--- src/rtl/cla_pkg.sv ---
// Shared defaults and helpers for the pipelined carry-lookahead adder.
// The per-stage control bundle lives here; operand and sum vectors are
// width-dependent and are wrapped around it inside the top module.
package cla_pkg;

    localparam int CLA_WIDTH  = 32;
    localparam int CLA_BLK    = 4;
    localparam int CLA_STAGES = 2;

    // Bits added by each pipeline stage.
    function automatic int seg_cnt(input int width, input int stages);
        return width / stages;
    endfunction

    // Control bits that travel with every operand set through the pipe.
    // carry holds the carry out of the most recently completed segment and
    // c_msb the carry into the top bit of that segment (used for overflow).
    typedef struct packed {
        logic valid;
        logic carry;
        logic sub;
        logic c_msb;
    } cla_ctrl_t;

endpackage

--- src/rtl/cla_adder_pipe_if.sv ---
// Valid/ready operand and result bundle of the pipelined CLA adder.
// master = operand source / result consumer, slave = the adder.
interface cla_adder_pipe_if
    import cla_pkg::*;
#(
    parameter int WIDTH = CLA_WIDTH
);
    logic             in_valid;
    logic             in_ready;
    logic [WIDTH-1:0] a;
    logic [WIDTH-1:0] b;
    logic             cin;
    logic             sub;
    logic             out_valid;
    logic             out_ready;
    logic [WIDTH-1:0] s;
    logic             cout;
    logic             ovf;

    modport master (
        output in_valid, a, b, cin, sub, out_ready,
        input  in_ready, out_valid, s, cout, ovf
    );

    modport slave (
        input  in_valid, a, b, cin, sub, out_ready,
        output in_ready, out_valid, s, cout, ovf
    );

endinterface

--- src/rtl/cla_seg.sv ---
// Combinational SEG-bit carry-lookahead segment built from BLK-bit groups.
// Group generate/propagate feed a flat lookahead network for the group
// carries; bit carries inside each group are then expanded from those.
module cla_seg #(
    parameter int SEG = 16,
    parameter int BLK = 4
) (
    input  logic [SEG-1:0] a,
    input  logic [SEG-1:0] b,
    input  logic           ci,
    output logic [SEG-1:0] s,
    output logic           co,
    output logic           c_msb
);
    localparam int NG = SEG / BLK;

    logic [SEG-1:0] p;
    logic [SEG-1:0] g;
    logic [SEG-1:0] c;
    logic [NG-1:0]  gg;
    logic [NG-1:0]  gp;
    logic [NG:0]    gc;
    logic           cj;
    logic           pr;
    logic           cr;

    // Bit P/G, group P/G, lookahead group carries, then per-bit carries and sum.
    always_comb begin
        p  = a ^ b;
        g  = a & b;
        gg = '0;
        gp = '1;
        gc = '0;
        c  = '0;
        cj = 1'b0;
        pr = 1'b0;
        cr = 1'b0;

        for (int j = 0; j < NG; j++) begin
            for (int i = 0; i < BLK; i++) begin
                gg[j] = g[j*BLK+i] | (p[j*BLK+i] & gg[j]);
                gp[j] = gp[j] & p[j*BLK+i];
            end
        end

        gc[0] = ci;
        for (int j = 0; j < NG; j++) begin
            cj = gg[j];
            pr = gp[j];
            for (int i = j - 1; i >= 0; i--) begin
                cj = cj | (pr & gg[i]);
                pr = pr & gp[i];
            end
            gc[j+1] = cj | (pr & ci);
        end

        for (int j = 0; j < NG; j++) begin
            cr = gc[j];
            for (int i = 0; i < BLK; i++) begin
                c[j*BLK+i] = cr;
                cr = g[j*BLK+i] | (p[j*BLK+i] & cr);
            end
        end

        s     = p ^ c;
        co    = gc[NG];
        c_msb = c[SEG-1];
    end

endmodule

--- src/rtl/cla_adder_pipe.sv ---
// Pipelined carry-lookahead adder with valid/ready handshake.
// Each of the STAGES stages adds one SEG-bit slice; the carry is registered
// between stages while untouched operand bits and finished sum bits ride
// along in the stage registers. The whole pipe advances as one unit.
// Optional feature: define CLA_SUB_EN to enable subtraction via the sub input
// (b inverted, carry-in forced to 1). Without it the block is add-only.
module cla_adder_pipe
    import cla_pkg::*;
#(
    parameter int WIDTH  = CLA_WIDTH,
    parameter int BLK    = CLA_BLK,
    parameter int STAGES = CLA_STAGES
) (
    input  logic            clk,
    input  logic            rst_n,
    cla_adder_pipe_if.slave bus
);
    localparam int SEG = seg_cnt(WIDTH, STAGES);

    typedef struct packed {
        cla_ctrl_t        ctrl;
        logic [WIDTH-1:0] a;
        logic [WIDTH-1:0] b;
        logic [WIDTH-1:0] s;
    } stage_t;

    stage_t           stage_q  [STAGES];
    stage_t           stage_d  [STAGES];
    stage_t           stage_in [STAGES];
    logic             init_q;
    logic             init_d;
    logic             adv;
    logic             in_rdy;
    logic [WIDTH-1:0] b_eff;
    logic             cin_eff;
    logic [WIDTH-1:0] seg_s;
    logic [STAGES-1:0] seg_co;
    logic [STAGES-1:0] seg_cm;

    // A single advance enable keeps every stage in lockstep; a stalled full
    // output freezes the whole pipe. init_q keeps in_ready low until the
    // first clock after reset release.
    assign adv    = bus.out_ready | ~stage_q[STAGES-1].ctrl.valid;
    assign in_rdy = init_q & adv;

`ifdef CLA_SUB_EN
    assign b_eff   = bus.sub ? ~bus.b : bus.b;
    assign cin_eff = bus.sub | bus.cin;
`else
    assign b_eff   = bus.b;
    assign cin_eff = bus.cin;
`endif

    // Stage inputs: stage 0 takes the bus operands, later stages their predecessor.
    always_comb begin
        for (int k = 0; k < STAGES; k++) begin
            stage_in[k] = '0;
        end
        stage_in[0].ctrl.valid = bus.in_valid & in_rdy;
        stage_in[0].ctrl.carry = cin_eff;
        stage_in[0].ctrl.sub   = bus.sub;
        stage_in[0].ctrl.c_msb = 1'b0;
        stage_in[0].a          = bus.a;
        stage_in[0].b          = b_eff;
        stage_in[0].s          = '0;
        for (int k = 1; k < STAGES; k++) begin
            stage_in[k] = stage_q[k-1];
        end
    end

    for (genvar k = 0; k < STAGES; k++) begin : g_seg
        cla_seg #(
            .SEG (SEG),
            .BLK (BLK)
        ) u_seg (
            .a     (stage_in[k].a[k*SEG +: SEG]),
            .b     (stage_in[k].b[k*SEG +: SEG]),
            .ci    (stage_in[k].ctrl.carry),
            .s     (seg_s[k*SEG +: SEG]),
            .co    (seg_co[k]),
            .c_msb (seg_cm[k])
        );
    end

    // Next stage contents: hold on stall, otherwise take the input with this stage's slice added.
    always_comb begin
        init_d = 1'b1;
        for (int k = 0; k < STAGES; k++) begin
            stage_d[k] = stage_q[k];
            if (adv) begin
                stage_d[k]                = stage_in[k];
                stage_d[k].s[k*SEG +: SEG] = seg_s[k*SEG +: SEG];
                stage_d[k].ctrl.carry     = seg_co[k];
                stage_d[k].ctrl.c_msb     = seg_cm[k];
            end
        end
    end

    // Stage registers; reset discards everything in flight.
    always_ff @(posedge clk or negedge rst_n) begin
        if (!rst_n) begin
            init_q <= 1'b0;
            for (int k = 0; k < STAGES; k++) begin
                stage_q[k] <= '0;
            end
        end else begin
            init_q <= init_d;
            for (int k = 0; k < STAGES; k++) begin
                stage_q[k] <= stage_d[k];
            end
        end
    end

    assign bus.in_ready  = in_rdy;
    assign bus.out_valid = stage_q[STAGES-1].ctrl.valid;
    assign bus.s         = stage_q[STAGES-1].s;
    assign bus.cout      = stage_q[STAGES-1].ctrl.carry;
    assign bus.ovf       = stage_q[STAGES-1].ctrl.carry ^ stage_q[STAGES-1].ctrl.c_msb;

endmodule

--- src/flat_wrapper.sv ---
// flat-port wrapper written by rule: the top's interface ports become plain ports
module cla_adder_pipe_flat import cla_pkg::*;
#(
    parameter int WIDTH  = CLA_WIDTH,
    parameter int BLK    = CLA_BLK,
    parameter int STAGES = CLA_STAGES
)
  (clk, rst_n, bus_in_valid, bus_a, bus_b, bus_cin, bus_sub, bus_out_ready, bus_in_ready, bus_out_valid, bus_s, bus_cout, bus_ovf);
  cla_adder_pipe_if #(.WIDTH(WIDTH)) bus_i ();
  input  logic clk;
  input  logic rst_n;
  input wire logic [$bits(bus_i.in_valid)-1:0] bus_in_valid;
  input wire logic [$bits(bus_i.a)-1:0] bus_a;
  input wire logic [$bits(bus_i.b)-1:0] bus_b;
  input wire logic [$bits(bus_i.cin)-1:0] bus_cin;
  input wire logic [$bits(bus_i.sub)-1:0] bus_sub;
  input wire logic [$bits(bus_i.out_ready)-1:0] bus_out_ready;
  output wire logic [$bits(bus_i.in_ready)-1:0] bus_in_ready;
  output wire logic [$bits(bus_i.out_valid)-1:0] bus_out_valid;
  output wire logic [$bits(bus_i.s)-1:0] bus_s;
  output wire logic [$bits(bus_i.cout)-1:0] bus_cout;
  output wire logic [$bits(bus_i.ovf)-1:0] bus_ovf;
  assign bus_i.in_valid = bus_in_valid;
  assign bus_i.a = bus_a;
  assign bus_i.b = bus_b;
  assign bus_i.cin = bus_cin;
  assign bus_i.sub = bus_sub;
  assign bus_i.out_ready = bus_out_ready;
  assign bus_in_ready = bus_i.in_ready;
  assign bus_out_valid = bus_i.out_valid;
  assign bus_s = bus_i.s;
  assign bus_cout = bus_i.cout;
  assign bus_ovf = bus_i.ovf;
  cla_adder_pipe #(.WIDTH(WIDTH), .BLK(BLK), .STAGES(STAGES)) u_core (.clk(clk), .rst_n(rst_n), .bus(bus_i));
endmodule
--- config.mk ---
export PLATFORM = sky130hd
export DESIGN_NAME = cla_adder_pipe_flat
export DESIGN_NICKNAME = d
export VERILOG_FILES = /design/src/rtl/cla_pkg.sv /design/src/rtl/cla_adder_pipe_if.sv /design/src/rtl/cla_seg.sv /design/src/rtl/cla_adder_pipe.sv /design/src/flat_wrapper.sv
export SDC_FILE = /design/constraint.sdc
export NUM_CORES = 1
export LEC_CHECK = 0
export ABC_AREA = 1
export CORE_MARGIN = 2
export CORE_UTILIZATION = 35
export CTS_CLUSTER_SIZE = 30
export DETAILED_ROUTE_END_ITERATION = 16
export PLACE_DENSITY = 0.63
export SETUP_SLACK_MARGIN = 0.1
export SLEW_MARGIN = 15
export SYNTH_ARGS = -nofsm -noshare
export SYNTH_HDL_FRONTEND = slang
export SYNTH_SLANG_ARGS = --single-unit
--- constraint.sdc ---
create_clock -name clk -period 2.6 [get_ports clk]
set_input_delay 0.39 -clock clk [delete_from_list [all_inputs] [get_ports clk]]
set_output_delay 0.39 -clock clk [all_outputs]
set_load 0.1 [all_outputs]
==> impl_metrics.yaml <==
cells_and_area:
  num-fill-cells: 1226
  layout.nets: 795
  drive_gt1_share_pct: 28.5
  n_antenna_cell: 0
  area_growth_pct: 41.4
yosys:
  syn_area_um2: 4800
  synth.largest_area_cell: "dfrtp_1"
  seq_area_frac_synth_pct: 44.8
  synth_area_leaders: "dfrtp_1 45%, nand2_1 16%, fa_1 10%"
  netlist_instances: 535
  synth-compound-area-share_pct: 5.00
  avgSynthCellArea_um2: 8.97
  synth-main-ff-cell: "dfrtp_1"
  yosys.cell_count.top_type: "nand2_1"
  synth_xor_xnor_area_share_pct: 1.64
  synthMuxAreaShare_pct: 0
  async_flop_share_pct: 100
  ys_warn_count: 0
  synth_common_cells: "210 x nand2_1, 86 x dfrtp_1, 43 x inv_1"
  ys_types: 23
  synth_top_family_by_area: "simple AND/OR/NAND/NOR gates"
  synth-edff-count: 0
  yosys.area_share.simple_pct: 19.8
  synthAdderAreaFrac_pct: 18.3
  syn_nets: 661
  synth-seq-cells: 86
  synth_top_area_share_pct: 44.8
timing:
  worst_slew_pin_slew_ps: 610
  setup_viol: 4
  drv_slew: 0
  slew_headroom_pct: 59.3
  timing.fmax_mhz: 373
  rsz0062_at_grt: "true"
  finalHoldViolCount: 0
  tns_ps: -151
  clock_skew_ps: 8.07
  worst_slack_ps: -82.4
  min_period_ps: 2680
  fin_crit_sh_pct: 103
setup_path:
  cpMostUsedCell: "fa_2"
  crit_chain: "ha_1 -> a21oi_1 -> nand2_1 -> a21oi_1 -> nand2_2 -> fa_2 -> fa_2 -> fa_2 -> xnor2_2 -> o21ai_1"
  worst-r2r-setup-slack_ps: -80
  critPathBufInv: 0
  startpoint_type: "register"
  cp_max_fo: 3
  worstSetupPathType: "reg2reg"
  cp-end-kind: "register"
  required_ps: 2810
  max_stage_delay_ps: 410
  timing.rr.start: "u_core.stage_in[86]"
  r2r_end: "u_core.bus.s[27]"
  arrival_ps: 2900
  cpMaxStageDelayCell: "fa_2"
  rr_worst_depth: 10
  path_delay_family: "adder cells"
clock_tree:
  tritoncts: "yes"
  cts_buffers: 9
  path_clk_slew_ps: 60
  htree_levels: 3
  cts.hold.buffers_added: 0
  clock-sinks: 86
  clock_path_buffers: 2
  root_buffer: "clkbuf_16"
  clock_latency_ps: 330
placed_design:
  hpwl_mm: 7.53
  portBuffers: 104
  place_ws_ps: -594
  gp_congestion: 0.787
power_and_ir_drop:
  power.density_nw_per_um2: 914
  swShare_pct: 45.8
  pwr-share-clk_pct: 22.4
  peakVddDrop_uv: 375
  combPwrFrac_pct: 47.9
  power_report.internal_total_mw: 3.36
  p_leak_nw: 3.40
  switchingPower_mw: 2.84
  p_seq_share_pct: 29.7
global_routing:
  grt_pass1_vias: 3883
  grt_max_degree: 54
  grt_util_all_layers_pct: 15.3
  grt_pass1_wl_mm: 17.7
  grt-ovfl-total: 0
  antenna_found_initial: 0
outcome:
  violations: "setup timing"
  status: "finished with violations"
routing:
  dr.pass1.iters: 4
  num_vias: 3765
  drt-initial-drc-count: 128
  wirelength_mm: 11.0
  vias_per_cell: 4.43
  postRouteAntennaNets: 0
  wl_per_cell_um: 12.9
  drc: 0
floorplanning:
  fp.dieArea_um2: 14700
  rows: 42
  fp.dieH_um: 121
  io_pins: 106
  core_area_um2: 13300
  start_util_pct: 36.1
  die_x_um: 121
run:
  drv_cap: 0
worst_hold_path:
  hold_class: "in2async"
[layer usage]
| layer | GRT usage [%] | share of wire, % |
|---|---|---|
| met2 | 26.4 | 50 |
| met3 | 3.62 | 5.1 |
| met1 | 18.6 | 43 |
| met5 | 0 | 0 |
| met4 | 5.67 | 1.9 |
[power groups by stage]
| stage | clock (mW) | sequential (mW) | combinational [mW] |
|---|---|---|---|
| final | 1.39 | 1.84 | 2.97 |
| after detailed placement | 0 | 1.87 | 2.87 |
| after global routing | 1.47 | 1.89 | 3.17 |
| after CTS | 1.43 | 1.85 | 2.95 |
| after floorplan | 0 | 1.87 | 2.36 |
| after global placement | 0 | 1.86 | 2.84 |
[flip-flops by register name, indices dropped and copies added, names as in the netlist]
| name | cells |
|---|---|
| u_core.bus.s | 32 |
| u_core.bus.out_valid | 1 |
| u_core.init_q | 1 |
| u_core.bus.cout | 1 |
| u_core.stage_q | 1 |
| u_core.stage_in | 50 |
[kinds of logic after synthesis]
kind of cell | Yosys count
buffers and inverters | 94
and+or+nand+nor | 241
DFF | 86
AOI/OAI and AO/OA | 48
xor gates and xnor gates | 9
adders and majority gates | 56
other | 1
[worst max path at each step]
stage	startpoint	end	slack (ps)	cells past startpoint
4_1_cts	u_core.stage_in[49]	u_core.bus.s[26]	-160	14
3_5_place_dp	bus_a[1]	u_core.stage_in[14]	-590	17
3_3_place_gp	bus_b[1]	u_core.stage_in[14]	-580	17
5_1_grt	u_core.stage_in[81]	u_core.bus.s[31]	-220	17
6_report	u_core.stage_in[86]	u_core.bus.s[27]	-80	10
2_1_floorplan	u_core.stage_in[49]	u_core.bus.s[30]	50	16
[through the flow]
| stage | hold slack, ps | std cells | power, mW | area [um2] | utilization (%) |
|---|---|---|---|---|---|
| after global placement | 430 | 806 | 4.70 | 6080 | 45.7 |
| after floorplan | 94.4 | 535 | 4.24 | 4890 | - |
| after CTS | 87.8 | 847 | 6.23 | 6650 | 50.0 |
| final | 51.2 | 849 | 6.21 | 6790 | 51.1 |
| after global routing | 111 | 849 | 6.53 | 6790 | 51.1 |
| after detailed placement | 439 | 806 | 4.74 | 6080 | 45.7 |
[cells in the final DEF (no fill, tap or decap), types with 2 or more instances in the layout]
master / instances
nand4_1: 3
inv_2: 3
o21ai_0: 35
nor2_1: 6
xnor2_1: 4
a21oi_1: 4
ha_4: 10
fa_2: 16
nor2_2: 3
nand2_2: 14
clkbuf_8: 2
nand3b_1: 3
buf_8: 2
bufinv_16: 2
buf_12: 3
clkdlybuf4s15_1: 3
xnor2_2: 3
clkbuf_2: 7
buf_4: 101
ha_1: 21
buf_6: 3
nand3_4: 3
nand3_1: 9
nand2_4: 2
buf_2: 3
inv_1: 41
dlygate4sd2_1: 7
dfrtp_1: 86
nand2_1: 195
fa_1: 8
clkbuf_16: 9
clkdlybuf4s50_1: 43
o21ai_1: 7
[layout make-up]
| class | count | area (um2) | area share, % |
|---|---|---|---|
| Clock buffer | 12 | 256 | 3.78 |
| Tap cell | 176 | 220 | 3.24 |
| Timing Repair Buffer | 173 | 1470 | 21.6 |
| Multi-Input combinational cell | 355 | 2460 | 36.2 |
| Sequential cell | 86 | 2150 | 31.7 |
| Clock inverter | 3 | 67.6 | 0.995 |
| Inverter | 44 | 165 | 2.43 |
[worst register-to-register path: stages, from the launching register on]
cell and delay, ps:
dfrtp_1 390, ha_1 320, a21oi_1 130, nand2_1 60, a21oi_1 160, nand2_2 110, fa_2 360, fa_2 370
fa_2 410, xnor2_2 170, o21ai_1 90
[what timing repair did]
item                                   4_1_cts  5_1_grt
setup buffers                               26        2
pin swaps                                   31       40
resized for setup                           58       55
setup endpoints to repair                   14       15
endpoints found under the hold margin        0        0
(Power assumes the default switching activity.)
